--- src/rtl/ysyx_25050147_idu_stage_if.sv ---
`default_nettype none
// ============================================================================
// Module   : ysyx_25050147_idu_stage_if
// Brief    : IFU-side and EXU-side handshake bundle of the decode stage,
//            including the register-file read port.
// Revision : 1.0 - initial release
// ============================================================================
interface ysyx_25050147_idu_stage_if #(
  parameter int XLEN = 32,
  parameter int OP_W = 5
);
  // upstream (IFU) side
  logic            in_valid;
  logic            in_ready;
  logic [31:0]     in_inst;
  logic [XLEN-1:0] in_pc;
  // register-file read port
  logic [4:0]      rs1_addr;
  logic [4:0]      rs2_addr;
  logic [XLEN-1:0] rs1_data;
  logic [XLEN-1:0] rs2_data;
  // downstream (EXU) side
  logic            out_valid;
  logic            out_ready;
  logic [OP_W-1:0] out_op;
  logic [XLEN-1:0] out_pc;
  logic [XLEN-1:0] out_imm;
  logic [XLEN-1:0] out_src1;
  logic [XLEN-1:0] out_src2;
  logic [4:0]      out_rd;
  logic            out_wen;
  logic            out_illegal;

  // environment view: drives instructions, regfile data and EXU ready
  modport master (
    output in_valid, in_inst, in_pc, rs1_data, rs2_data, out_ready,
    input  in_ready, rs1_addr, rs2_addr, out_valid, out_op, out_pc,
           out_imm, out_src1, out_src2, out_rd, out_wen, out_illegal
  );

  // decode stage view
  modport slave (
    input  in_valid, in_inst, in_pc, rs1_data, rs2_data, out_ready,
    output in_ready, rs1_addr, rs2_addr, out_valid, out_op, out_pc,
           out_imm, out_src1, out_src2, out_rd, out_wen, out_illegal
  );
endinterface
`default_nettype wire

--- src/rtl/ysyx_25050147_idu_stage.sv ---
`default_nettype none
// ============================================================================
// Module   : ysyx_25050147_idu_stage
// Brief    : RV32I-subset decode stage with one output pipeline register,
//            valid/ready handshake, EBREAK halt and RV32E register checking.
// Revision : 1.0 - initial release
// ============================================================================
module ysyx_25050147_idu_stage #(
  parameter int XLEN   = 32,
  parameter int NR_REG = 32,
  parameter int OP_W   = 5,
  parameter int CNT_W  = 32
) (
  input  logic                        clk,
  input  logic                        rst_n,
  ysyx_25050147_idu_stage_if.slave    bus,
  output logic                        halted,
  output logic [CNT_W-1:0]            dec_count
);

  // decoded op codes
  localparam logic [OP_W-1:0] c_OP_ILLEGAL = OP_W'(0);
  localparam logic [OP_W-1:0] c_OP_ADDI    = OP_W'(1);
  localparam logic [OP_W-1:0] c_OP_EBREAK  = OP_W'(2);
  localparam logic [OP_W-1:0] c_OP_LUI     = OP_W'(3);
  localparam logic [OP_W-1:0] c_OP_AUIPC   = OP_W'(4);
  localparam logic [OP_W-1:0] c_OP_JAL     = OP_W'(5);
  localparam logic [OP_W-1:0] c_OP_JALR    = OP_W'(6);
  localparam logic [OP_W-1:0] c_OP_ADD     = OP_W'(7);
  localparam logic [OP_W-1:0] c_OP_SUB     = OP_W'(8);
  localparam logic [OP_W-1:0] c_OP_BEQ     = OP_W'(9);
  localparam logic [OP_W-1:0] c_OP_BNE     = OP_W'(10);
  localparam logic [OP_W-1:0] c_OP_LW      = OP_W'(11);
  localparam logic [OP_W-1:0] c_OP_SW      = OP_W'(12);

  // major opcodes
  localparam logic [6:0] c_OPC_OPIMM  = 7'h13;
  localparam logic [6:0] c_OPC_SYSTEM = 7'h73;
  localparam logic [6:0] c_OPC_LUI    = 7'h37;
  localparam logic [6:0] c_OPC_AUIPC  = 7'h17;
  localparam logic [6:0] c_OPC_JAL    = 7'h6F;
  localparam logic [6:0] c_OPC_JALR   = 7'h67;
  localparam logic [6:0] c_OPC_OP     = 7'h33;
  localparam logic [6:0] c_OPC_BRANCH = 7'h63;
  localparam logic [6:0] c_OPC_LOAD   = 7'h03;
  localparam logic [6:0] c_OPC_STORE  = 7'h23;
  localparam logic [31:0] c_EBREAK_WORD = 32'h0010_0073;

  // immediate format selectors
  localparam logic [2:0] c_IMM_NONE = 3'd0;
  localparam logic [2:0] c_IMM_I    = 3'd1;
  localparam logic [2:0] c_IMM_S    = 3'd2;
  localparam logic [2:0] c_IMM_B    = 3'd3;
  localparam logic [2:0] c_IMM_U    = 3'd4;
  localparam logic [2:0] c_IMM_J    = 3'd5;

  // stage states
  localparam logic [0:0] c_ST_RUN  = 1'b0;
  localparam logic [0:0] c_ST_HALT = 1'b1;

  // RV32E: only x0..x15 exist, so bit 4 of a used index is an error
  localparam bit c_RVE = (NR_REG == 16);

  logic [31:0]     w_inst;
  logic [6:0]      w_opcode;
  logic [2:0]      w_funct3;
  logic [6:0]      w_funct7;

  logic [OP_W-1:0] w_op_raw;
  logic            w_use_rs1;
  logic            w_use_rs2;
  logic            w_use_rd;
  logic            w_src1_pc;
  logic [2:0]      w_imm_sel;
  logic signed [31:0] w_imm_raw;
  logic            w_rve_bad;

  logic [OP_W-1:0] w_dec_op;
  logic [XLEN-1:0] w_dec_imm;
  logic [XLEN-1:0] w_dec_src1;
  logic [XLEN-1:0] w_dec_src2;
  logic            w_dec_wen;
  logic            w_accept;

  logic [0:0]      r_state;
  logic            r_out_valid;
  logic [OP_W-1:0] r_op;
  logic [XLEN-1:0] r_pc;
  logic [XLEN-1:0] r_imm;
  logic [XLEN-1:0] r_src1;
  logic [XLEN-1:0] r_src2;
  logic [4:0]      r_rd;
  logic            r_wen;
  logic            r_illegal;
  logic [CNT_W-1:0] r_count;

  assign w_inst   = bus.in_inst;
  assign w_opcode = w_inst[6:0];
  assign w_funct3 = w_inst[14:12];
  assign w_funct7 = w_inst[31:25];

  // register-file addresses follow the incoming word regardless of handshake
  assign bus.rs1_addr = w_inst[19:15];
  assign bus.rs2_addr = w_inst[24:20];

  // classify the instruction and record which fields it actually uses
  always_comb begin
    w_op_raw  = c_OP_ILLEGAL;
    w_use_rs1 = 1'b0;
    w_use_rs2 = 1'b0;
    w_use_rd  = 1'b0;
    w_src1_pc = 1'b0;
    w_imm_sel = c_IMM_NONE;
    case (w_opcode)
      c_OPC_OPIMM: if (w_funct3 == 3'b000) begin
        w_op_raw = c_OP_ADDI; w_use_rs1 = 1'b1; w_use_rd = 1'b1; w_imm_sel = c_IMM_I;
      end
      c_OPC_SYSTEM: if (w_inst == c_EBREAK_WORD) begin
        w_op_raw = c_OP_EBREAK;
      end
      c_OPC_LUI: begin
        w_op_raw = c_OP_LUI; w_use_rd = 1'b1; w_imm_sel = c_IMM_U;
      end
      c_OPC_AUIPC: begin
        w_op_raw = c_OP_AUIPC; w_use_rd = 1'b1; w_imm_sel = c_IMM_U; w_src1_pc = 1'b1;
      end
      c_OPC_JAL: begin
        w_op_raw = c_OP_JAL; w_use_rd = 1'b1; w_imm_sel = c_IMM_J; w_src1_pc = 1'b1;
      end
      c_OPC_JALR: if (w_funct3 == 3'b000) begin
        w_op_raw = c_OP_JALR; w_use_rs1 = 1'b1; w_use_rd = 1'b1; w_imm_sel = c_IMM_I;
      end
      c_OPC_OP: if (w_funct3 == 3'b000 && (w_funct7 == 7'h00 || w_funct7 == 7'h20)) begin
        w_op_raw  = (w_funct7 == 7'h20) ? c_OP_SUB : c_OP_ADD;
        w_use_rs1 = 1'b1; w_use_rs2 = 1'b1; w_use_rd = 1'b1;
      end
      c_OPC_BRANCH: if (w_funct3 == 3'b000 || w_funct3 == 3'b001) begin
        w_op_raw  = (w_funct3 == 3'b001) ? c_OP_BNE : c_OP_BEQ;
        w_use_rs1 = 1'b1; w_use_rs2 = 1'b1; w_imm_sel = c_IMM_B;
      end
      c_OPC_LOAD: if (w_funct3 == 3'b010) begin
        w_op_raw = c_OP_LW; w_use_rs1 = 1'b1; w_use_rd = 1'b1; w_imm_sel = c_IMM_I;
      end
      c_OPC_STORE: if (w_funct3 == 3'b010) begin
        w_op_raw = c_OP_SW; w_use_rs1 = 1'b1; w_use_rs2 = 1'b1; w_imm_sel = c_IMM_S;
      end
      default: ;
    endcase
  end

  // assemble the 32-bit sign-extended immediate for the selected format
  always_comb begin
    w_imm_raw = '0;
    case (w_imm_sel)
      c_IMM_I: w_imm_raw = {{20{w_inst[31]}}, w_inst[31:20]};
      c_IMM_S: w_imm_raw = {{20{w_inst[31]}}, w_inst[31:25], w_inst[11:7]};
      c_IMM_B: w_imm_raw = {{20{w_inst[31]}}, w_inst[7], w_inst[30:25], w_inst[11:8], 1'b0};
      c_IMM_U: w_imm_raw = {w_inst[31:12], 12'b0};
      c_IMM_J: w_imm_raw = {{12{w_inst[31]}}, w_inst[19:12], w_inst[20], w_inst[30:21], 1'b0};
      default: w_imm_raw = '0;
    endcase
  end

  // only fields the instruction uses can make it illegal under RV32E
  assign w_rve_bad = c_RVE && ((w_use_rs1 && w_inst[19]) ||
                               (w_use_rs2 && w_inst[24]) ||
                               (w_use_rd  && w_inst[11]));

  // final bundle: an illegal instruction carries zero imm/operands and no write
  always_comb begin
    w_dec_op   = w_rve_bad ? c_OP_ILLEGAL : w_op_raw;
    w_dec_imm  = w_rve_bad ? '0 : XLEN'(w_imm_raw);
    w_dec_src1 = '0;
    if (!w_rve_bad) begin
      if (w_use_rs1)      w_dec_src1 = bus.rs1_data;
      else if (w_src1_pc) w_dec_src1 = bus.in_pc;
    end
    w_dec_src2 = w_rve_bad ? '0 : (w_use_rs2 ? bus.rs2_data : w_dec_imm);
    w_dec_wen  = !w_rve_bad && w_use_rd && (w_inst[11:7] != 5'd0);
  end

  assign bus.in_ready = (r_state == c_ST_RUN) && (!r_out_valid || bus.out_ready);
  assign w_accept     = bus.in_valid && bus.in_ready;

  // output pipeline register, halt state and decode counter
  always_ff @(posedge clk or negedge rst_n) begin
    if (!rst_n) begin
      r_state     <= c_ST_RUN;
      r_out_valid <= 1'b0;
      r_op        <= '0;
      r_pc        <= '0;
      r_imm       <= '0;
      r_src1      <= '0;
      r_src2      <= '0;
      r_rd        <= '0;
      r_wen       <= 1'b0;
      r_illegal   <= 1'b0;
      r_count     <= '0;
    end else if (w_accept) begin
      r_out_valid <= 1'b1;
      r_op        <= w_dec_op;
      r_pc        <= bus.in_pc;
      r_imm       <= w_dec_imm;
      r_src1      <= w_dec_src1;
      r_src2      <= w_dec_src2;
      r_rd        <= w_inst[11:7];
      r_wen       <= w_dec_wen;
      r_illegal   <= (w_dec_op == c_OP_ILLEGAL);
      r_count     <= r_count + CNT_W'(1);
      if (w_dec_op == c_OP_EBREAK) r_state <= c_ST_HALT;
    end else if (bus.out_ready) begin
      r_out_valid <= 1'b0;
    end
  end

  assign bus.out_valid   = r_out_valid;
  assign bus.out_op      = r_op;
  assign bus.out_pc      = r_pc;
  assign bus.out_imm     = r_imm;
  assign bus.out_src1    = r_src1;
  assign bus.out_src2    = r_src2;
  assign bus.out_rd      = r_rd;
  assign bus.out_wen     = r_wen;
  assign bus.out_illegal = r_illegal;
  assign halted          = (r_state == c_ST_HALT);
  assign dec_count       = r_count;

endmodule
`default_nettype wire

--- src/flat_wrapper.sv ---
// flat-port wrapper written by rule: the top's interface ports become plain ports
module ysyx_25050147_idu_stage_flat 
#(
  parameter int XLEN   = 32,
  parameter int NR_REG = 32,
  parameter int OP_W   = 5,
  parameter int CNT_W  = 32
)
  (clk, rst_n, halted, dec_count, bus_in_valid, bus_in_inst, bus_in_pc, bus_rs1_data, bus_rs2_data, bus_out_ready, bus_in_ready, bus_rs1_addr, bus_rs2_addr, bus_out_valid, bus_out_op, bus_out_pc, bus_out_imm, bus_out_src1, bus_out_src2, bus_out_rd, bus_out_wen, bus_out_illegal);
  ysyx_25050147_idu_stage_if #(.XLEN(XLEN), .OP_W(OP_W)) bus_i ();
  input  logic clk;
  input  logic rst_n;
  output logic halted;
  output logic [CNT_W-1:0] dec_count;
  input wire logic [$bits(bus_i.in_valid)-1:0] bus_in_valid;
  input wire logic [$bits(bus_i.in_inst)-1:0] bus_in_inst;
  input wire logic [$bits(bus_i.in_pc)-1:0] bus_in_pc;
  input wire logic [$bits(bus_i.rs1_data)-1:0] bus_rs1_data;
  input wire logic [$bits(bus_i.rs2_data)-1:0] bus_rs2_data;
  input wire logic [$bits(bus_i.out_ready)-1:0] bus_out_ready;
  output wire logic [$bits(bus_i.in_ready)-1:0] bus_in_ready;
  output wire logic [$bits(bus_i.rs1_addr)-1:0] bus_rs1_addr;
  output wire logic [$bits(bus_i.rs2_addr)-1:0] bus_rs2_addr;
  output wire logic [$bits(bus_i.out_valid)-1:0] bus_out_valid;
  output wire logic [$bits(bus_i.out_op)-1:0] bus_out_op;
  output wire logic [$bits(bus_i.out_pc)-1:0] bus_out_pc;
  output wire logic [$bits(bus_i.out_imm)-1:0] bus_out_imm;
  output wire logic [$bits(bus_i.out_src1)-1:0] bus_out_src1;
  output wire logic [$bits(bus_i.out_src2)-1:0] bus_out_src2;
  output wire logic [$bits(bus_i.out_rd)-1:0] bus_out_rd;
  output wire logic [$bits(bus_i.out_wen)-1:0] bus_out_wen;
  output wire logic [$bits(bus_i.out_illegal)-1:0] bus_out_illegal;
  assign bus_i.in_valid = bus_in_valid;
  assign bus_i.in_inst = bus_in_inst;
  assign bus_i.in_pc = bus_in_pc;
  assign bus_i.rs1_data = bus_rs1_data;
  assign bus_i.rs2_data = bus_rs2_data;
  assign bus_i.out_ready = bus_out_ready;
  assign bus_in_ready = bus_i.in_ready;
  assign bus_rs1_addr = bus_i.rs1_addr;
  assign bus_rs2_addr = bus_i.rs2_addr;
  assign bus_out_valid = bus_i.out_valid;
  assign bus_out_op = bus_i.out_op;
  assign bus_out_pc = bus_i.out_pc;
  assign bus_out_imm = bus_i.out_imm;
  assign bus_out_src1 = bus_i.out_src1;
  assign bus_out_src2 = bus_i.out_src2;
  assign bus_out_rd = bus_i.out_rd;
  assign bus_out_wen = bus_i.out_wen;
  assign bus_out_illegal = bus_i.out_illegal;
  ysyx_25050147_idu_stage #(.XLEN(XLEN), .NR_REG(NR_REG), .OP_W(OP_W), .CNT_W(CNT_W)) u_core (.clk(clk), .rst_n(rst_n), .bus(bus_i), .halted(halted), .dec_count(dec_count));
endmodule
--- config.mk ---
export PLATFORM = sky130hd
export DESIGN_NAME = ysyx_25050147_idu_stage_flat
export DESIGN_NICKNAME = d
export VERILOG_FILES = /design/src/rtl/ysyx_25050147_idu_stage_if.sv /design/src/rtl/ysyx_25050147_idu_stage.sv /design/src/flat_wrapper.sv
export SDC_FILE = /design/constraint.sdc
export NUM_CORES = 1
export LEC_CHECK = 0
export ABC_AREA = 1
export CAP_MARGIN = 20
export CORE_AREA = 5 5 147 149
export DETAILED_ROUTE_END_ITERATION = 12
export DIE_AREA = 0 0 152 154
export MAX_ROUTING_LAYER = met4
export PLACE_DENSITY = 0.79
export RECOVER_POWER = 50
export SYNTH_ARGS = -nofsm -noshare
export SYNTH_HDL_FRONTEND = slang
export SYNTH_SLANG_ARGS = --single-unit
--- constraint.sdc ---
create_clock -name clk -period 4.09 [get_ports clk]
set_clock_uncertainty 0.05 [all_clocks]
set_input_delay 0.818 -clock clk [delete_from_list [all_inputs] [get_ports clk]]
set_output_delay 0.818 -clock clk [all_outputs]
set_load 0.02 [all_outputs]
## Word level (Yosys, flattened, before mapping)

Index checks and enable logic that the tools add are counted.

- Output and inout port bits: 185
- Register bits after elaboration: 174
- Input port bits: 132

- Multiplexer cells: 29
- Add/sub/neg operators: 1
- Equality and inequality tests: 20
- Bitwise gates (word level): 1
- Reductions and logical operators: 19

Operator list:

| kind | number |
|---|---|
| $pmux W32 S5 | 1 |
| $mux W32 | 3 |
| $pmux W5 S10 | 1 |
| $add A32 B1 Y32 const B | 1 |
| $eq A32 B21 Y1 const B | 1 |
| $eq A7 B6 Y1 const B | 4 |
| $eq A7 B7 Y1 const B | 4 |
| $pmux W3 S6 | 1 |
| $eq A7 B5 Y1 const B | 2 |
| $mux W4 | 3 |
| $mux W1 | 10 |
| $mux W5 | 2 |
| $eq A3 B2 Y1 const B | 3 |
| $mux W2 | 4 |
| $pmux W1 S4 | 2 |
| $reduce_or A2 Y1 | 4 |
| $eq A7 B2 Y1 const B | 1 |
| $logic_not A7 Y1 | 1 |
| $eq A3 B1 Y1 const B | 2 |
| $eq A3 B3 Y1 const B | 2 |
| $eq A5 B2 Y1 const B | 1 |
| $logic_not A5 Y1 | 1 |
| $reduce_bool A5 Y1 | 1 |
| $logic_and A1 B1 Y1 | 4 |
| 9 further kinds | 11 |

## Depth between registers and ports, before layout

- Depth in word-level cells: 7
- Depth in mapped cells: 14

## Least setup slack after synthesis

No wires, ideal clock.

- Path kind: input to register
- Start: input bus_in_inst[31]
- End: register u_core.r_src2[14], in the netlist u_core.bus.out_src2[14]
- Setup slack: 1.940 ns
- Stages on the path: 11
- Setup time: 0.117 ns
- Required time: 3.923 ns
- Arrival: 1.984 ns
- Path buffers: 3
- Cells stage by stage: buf_2 > nor2_1 > nand3_1 > nor3b_2 > nor2_2 > buf_6 > buf_6 > nor2_1 > nor2_1 > nand2_1 > nand2_1

- Word-level cells in the longest chain between the ends: 6
- Elaborated cells on any way between the ends: 8
- Those cells by class: eq/ne (1); mux (4); reduce/logical (3)

RTL lines:

| element | RTL line | RTL |
|---|---|---|
| start: declaration | flat_wrapper.sv:16 | `input wire logic [$bits(bus_i.in_inst)-1:0] bus_in_inst;` |
| $eq A7 B6 Y1 / $logic_not A7 Y1 (equally long branches) | ysyx_25050147_idu_stage.sv:133 | `c_OPC_OP: if (w_funct3 == 3'b000 && (w_funct7 == 7'h00 \|\| w_funct7 == 7'h20)) begin` |
| $logic_or A1 B1 Y1 | ysyx_25050147_idu_stage.sv:133 |  |
| $logic_and A1 B1 Y1 | ysyx_25050147_idu_stage.sv:133 |  |
| $mux W1 | ysyx_25050147_idu_stage.sv:133 |  |
| $pmux W1 S3 | ysyx_25050147_idu_stage.sv:114 | `case (w_opcode)` |
| $mux W32 * | ysyx_25050147_idu_stage.sv:178 | `w_dec_src2 = w_rve_bad ? '0 : (w_use_rs2 ? bus.rs2_data : w_dec_imm);` |
| end signal: assignment | ysyx_25050147_idu_stage.sv:205 | `r_src2 <= w_dec_src2;` |
| end: declaration | ysyx_25050147_idu_stage.sv:91 | `logic [XLEN-1:0] r_src2;` |

Every way passes the cells marked *; elsewhere a longest branch is shown, timed or not.
A chain may end at the register's enable or synchronous reset.

## Final worst setup path

- Start: input bus_out_ready
- End: register u_core.r_src1[27], in the netlist u_core.bus.out_src1[27]

- Word-level cells in the longest chain between the ends: 3

RTL lines:

| element | RTL line | RTL |
|---|---|---|
| start: declaration | flat_wrapper.sv:20 | `input wire logic [$bits(bus_i.out_ready)-1:0] bus_out_ready;` |
| $logic_or A1 B1 Y1 | ysyx_25050147_idu_stage.sv:182 | `assign bus.in_ready = (r_state == c_ST_RUN) && (!r_out_valid \|\| bus.out_ready);` |
| $logic_and A1 B1 Y1 | ysyx_25050147_idu_stage.sv:182 |  |
| $logic_and A1 B1 Y1 | ysyx_25050147_idu_stage.sv:183 | `assign w_accept = bus.in_valid && bus.in_ready;` |
| end signal: assignment | ysyx_25050147_idu_stage.sv:204 | `r_src1 <= w_dec_src1;` |
| end: declaration | ysyx_25050147_idu_stage.sv:90 | `logic [XLEN-1:0] r_src1;` |

No other way between the ends.

==> flow_metrics.py <==
metrics = {
    "floorplanning": {
        "chipHeight_um": 154,
        "floorplan.die_area_um2": 23400,
        "fp-row-count": 52,
        "fp.dieW_um": 152,
        "fp.coreArea_um2": 20000,
        "ios": 317,
        "initial_utilization": 0.442,
    },
    "placed_design": {
        "place_inst": 1743,
        "place_ws_ns": 0.529,
        "gp_routability_congestion": 0.951,
        "portBuffers": 315,
        "place_hpwl_um": 23200,
        "dpl-instance-area_um2": 12100,
    },
    "cts": {
        "path_clk_slew_ns": 0.07,
        "htree_levels": 4,
        "skew_pair_late_insertion_delay_ns": 0.43,
        "clk_path_buf_depth": 2,
        "resized_cells_post_cts": 0,
        "hold_buffers": 0,
        "postCtsSetupBuffers": 0,
        "tritoncts_clock_tree": "built",
        "numCtsBuffers": 17,
        "cts_sinks": 173,
        "root_buffer": "sky130_fd_sc_hd__clkbuf_16",
    },
    "pwr": {
        "sequentialPowerShare": 0.462,
        "swShare": 0.236,
        "vdd_ir_drop_max_mv": 0.294,
        "p_clk_frac": 0.470,
        "share_comb_of_total_power": 0.068,
        "cellInternalPower_mw": 2.83,
        "leakage_power_nw": 6.53,
        "power.density_cell_area_nw_per_um2": 291,
        "switching_power_mw": 0.872,
    },
    "timing": {
        "final.setup.tns_ns": 0,
        "max_slew_margin": -0.626,
        "timing_hold_violations_final": 0,
        "setup-violations-final": 0,
        "setup_slack_ns": 0.759,
        "timing.final.crit_share": 0.814,
        "timing.final.max_slew_violations": 210,
        "tightestPinTransition_ns": 2.44,
        "final.hold.worst_slack_ns": 0.424,
        "grt_setup_unrepaired": "no",
        "finalCriticalPeriod_ns": 3.33,
        "maxClockFrequency_mhz": 300,
    },
    "logic_synthesis": {
        "synth_cell_types": 38,
        "syn_avg_cell_area_um2": 7.30,
        "register_area_share_after_synthesis": 0.489,
        "syn-instance-count": 1212,
        "synth.cell_area_um2": 8850,
        "synth_edf_count": 0,
        "synthFlopType": "sky130_fd_sc_hd__dfrtp_1",
        "yosys_warnings": 0,
        "synthesis.nets": 1345,
        "ys_async_sr_fraction": 1.00,
        "synth-seq-cells": 173,
    },
    "layout": {
        "layoutNonFillerInstCount": 1775,
        "post-route-cell-area_um2": 12700,
        "drive_gt1_frac": 0.0452,
        "most_used_cells_in_the_layout_excluding_fill_and_tap_cells": "sky130_fd_sc_hd__nand2_1, sky130_fd_sc_hd__clkdlybuf4s50_1, sky130_fd_sc_hd__dfrtp_1, sky130_fd_sc_hd__nor2_1, sky130_fd_sc_hd__nand3_1",
        "layout-area-overhead-vs-synth_pct": 43.7,
        "finish.net_count": 1625,
        "n_antenna_cell": 0,
        "layout.cells.most_common": "sky130_fd_sc_hd__nand2_1",
    },
    "setup_path": {
        "critPathSlowestCell": "sky130_fd_sc_hd__clkbuf_1",
        "critical_path.reg2reg.endpoint": "u_core.bus.out_src1[27]$_DFFE_PN0P_",
        "cp-endpoint": "u_core.bus.out_src1[27]$_DFFE_PN0P_",
        "worst-r2r-cell-count": 5,
        "timing.critical_path.from": "bus_out_ready",
        "crit_path_start_kind": "input pin",
        "worstSetupEndpointType": "flip-flop",
        "crit_chain": "dlygate4sd3_1 -> inv_1 -> nand2_1 -> nand3_1 -> clkbuf_1 -> nand2_1 -> nand2_1",
        "path_class": "in -> reg",
        "critPathMaxStageDelay_ns": 1.47,
        "worst_ep_required_ns": 4.40,
        "timing.critical_path.arrival_ns": 3.64,
        "cp_max_fo": 45,
        "critPathMostFrequentCell": "sky130_fd_sc_hd__nand2_1",
        "r2r_start": "u_core.bus.out_valid$_DFFE_PN0P_",
        "timing.reg2reg.setup_slack_ns": 1.38,
    },
    "grt": {
        "grt_util_all_layers": 0.268,
        "maximum_number_of_pins_on_one_net_before_global_route_repair": 85,
        "grt_first_pass_wirelength_um": 48900,
        "grt_overflow": 0,
        "grt_pass1_vias": 8818,
        "grt_antenna_before_repair": 0,
    },
    "routing": {
        "ant_nets": 0,
        "postRouteWirelength_um": 30800,
        "vias": 9023,
        "number_of_design_rule_violations_left_by_the_first_detailed_router_iteration": 644,
        "wire_per_inst_um": 17.4,
        "detail_route.vias_per_cell": 5.08,
        "detailedRoute.firstPassIterationCount": 5,
        "detail_route.drc_violations": 0,
    },
    "flow_run": {
        "maxCapViolCount": 4,
    },
    "status": {
        "result_of_the_run": "complete, but fails checks",
        "violations": "capacitance limit, slew limit",
    },
    "worst_hold_path": {
        "min_path_type": "reg -> reg",
    },
}
## Yosys cell counts (6+ instances only)
cell type | instances | area [µm²]
sky130_fd_sc_hd__buf_1 | 6 | 22.5
sky130_fd_sc_hd__buf_2 | 8 | 40.0
sky130_fd_sc_hd__buf_4 | 15 | 113
sky130_fd_sc_hd__clkbuf_1 | 32 | 120
sky130_fd_sc_hd__dfrtp_1 | 173 | 4330
sky130_fd_sc_hd__inv_1 | 41 | 154
sky130_fd_sc_hd__inv_2 | 7 | 26.3
sky130_fd_sc_hd__nand2_1 | 601 | 2260
sky130_fd_sc_hd__nand3_1 | 58 | 290
sky130_fd_sc_hd__nand4_1 | 12 | 75.1
sky130_fd_sc_hd__nor2_1 | 114 | 428
sky130_fd_sc_hd__nor3_1 | 21 | 105
sky130_fd_sc_hd__o21a_1 | 12 | 90.1
sky130_fd_sc_hd__o21ai_0 | 30 | 150
sky130_fd_sc_hd__o21ai_1 | 11 | 55.1
sky130_fd_sc_hd__xnor2_1 | 11 | 96.3
sky130_fd_sc_hd__xor2_1 | 20 | 175
## stage by stage
| stage | total power, mW | util |
|---|---|---|
| 2_1_floorplan | 1.79 | - |
| 3_3_place_gp | 2.00 | 0.605 |
| 3_5_place_dp | 2.00 | 0.605 |
| 4_1_cts | 3.74 | 0.636 |
| 5_1_grt | 3.83 | 0.635 |
| 6_report | 3.70 | 0.635 |
## power by group through the flow
stage / clock network [mW] / logic (mW) / registers, mW
floorplan: 0 / 0.0510 / 1.74
global placement: 0 / 0.256 / 1.74
detailed placement: 0 / 0.254 / 1.74
CTS: 1.77 / 0.256 / 1.71
global route: 1.85 / 0.272 / 1.71
finish: 1.74 / 0.252 / 1.71
## critical path, delay by kind of cell
| family | cells | cell delay [ns] |
|---|---|---|
| buf+inv | 3 | 2.07 |
| simple gates | 4 | 0.74 |
## area by class of cell
class	count	area, µm²
clock buffers	18	429
clock inverters	14	198
fillers	1809	7320
inverters	49	188
multi-input cells	926	4010
flip-flops and latches	173	4330
well taps	270	338
repair buffers	325	3230
## flip-flops by register name (all words and copies together), names as in the netlist
signal	flops
u_core.bus.out_imm	32
u_core.bus.out_wen	1
u_core.dec_count	32
u_core.halted	1
u_core.bus.out_src2	32
u_core.bus.out_op	4
u_core.bus.out_valid	1
u_core.bus.out_rd	5
u_core.bus.out_illegal	1
u_core.bus.out_src1	32
u_core.bus.out_pc	32
## worst min path at each step
stage | from | end | slack (ns) | cells past startpoint
2_1_floorplan | rst_n | u_core.bus.out_illegal$_DFFE_PN0P_ | 0.47 | 0
3_3_place_gp | u_core.dec_count[31]$_DFFE_PN0P_ | u_core.dec_count[31]$_DFFE_PN0P_ | 0.41 | 1
3_5_place_dp | u_core.bus.out_src2[14]$_DFFE_PN0P_ | u_core.bus.out_src2[14]$_DFFE_PN0P_ | 0.41 | 2
4_1_cts | rst_n | u_core.bus.out_imm[22]$_DFFE_PN0P_ | 0.26 | 1
5_1_grt | u_core.bus.out_imm[2]$_DFFE_PN0P_ | u_core.bus.out_imm[2]$_DFFE_PN0P_ | 0.45 | 2
6_report | u_core.bus.out_pc[30]$_DFFE_PN0P_ | u_core.bus.out_pc[30]$_DFFE_PN0P_ | 0.42 | 2
## cells by family after synthesis
group / synth area share
other cells: 0.000424
compound gates: 0.0386
fa+ha+maj: 0.00141
buf+inv: 0.0583
simple gates: 0.381
flops: 0.489
xor+xnor: 0.0307
## routing by layer
metal | GRT usage | part of all wire | routed length, µm
met2 | 0.423 | 0.48 | 14800
met4 | 0.0912 | 0.028 | 876
met3 | 0.0523 | 0.073 | 2240
met5 | - | 0 | 0
met1 | 0.348 | 0.42 | 12900
Note: power is estimated with default switching activity, not from simulation.
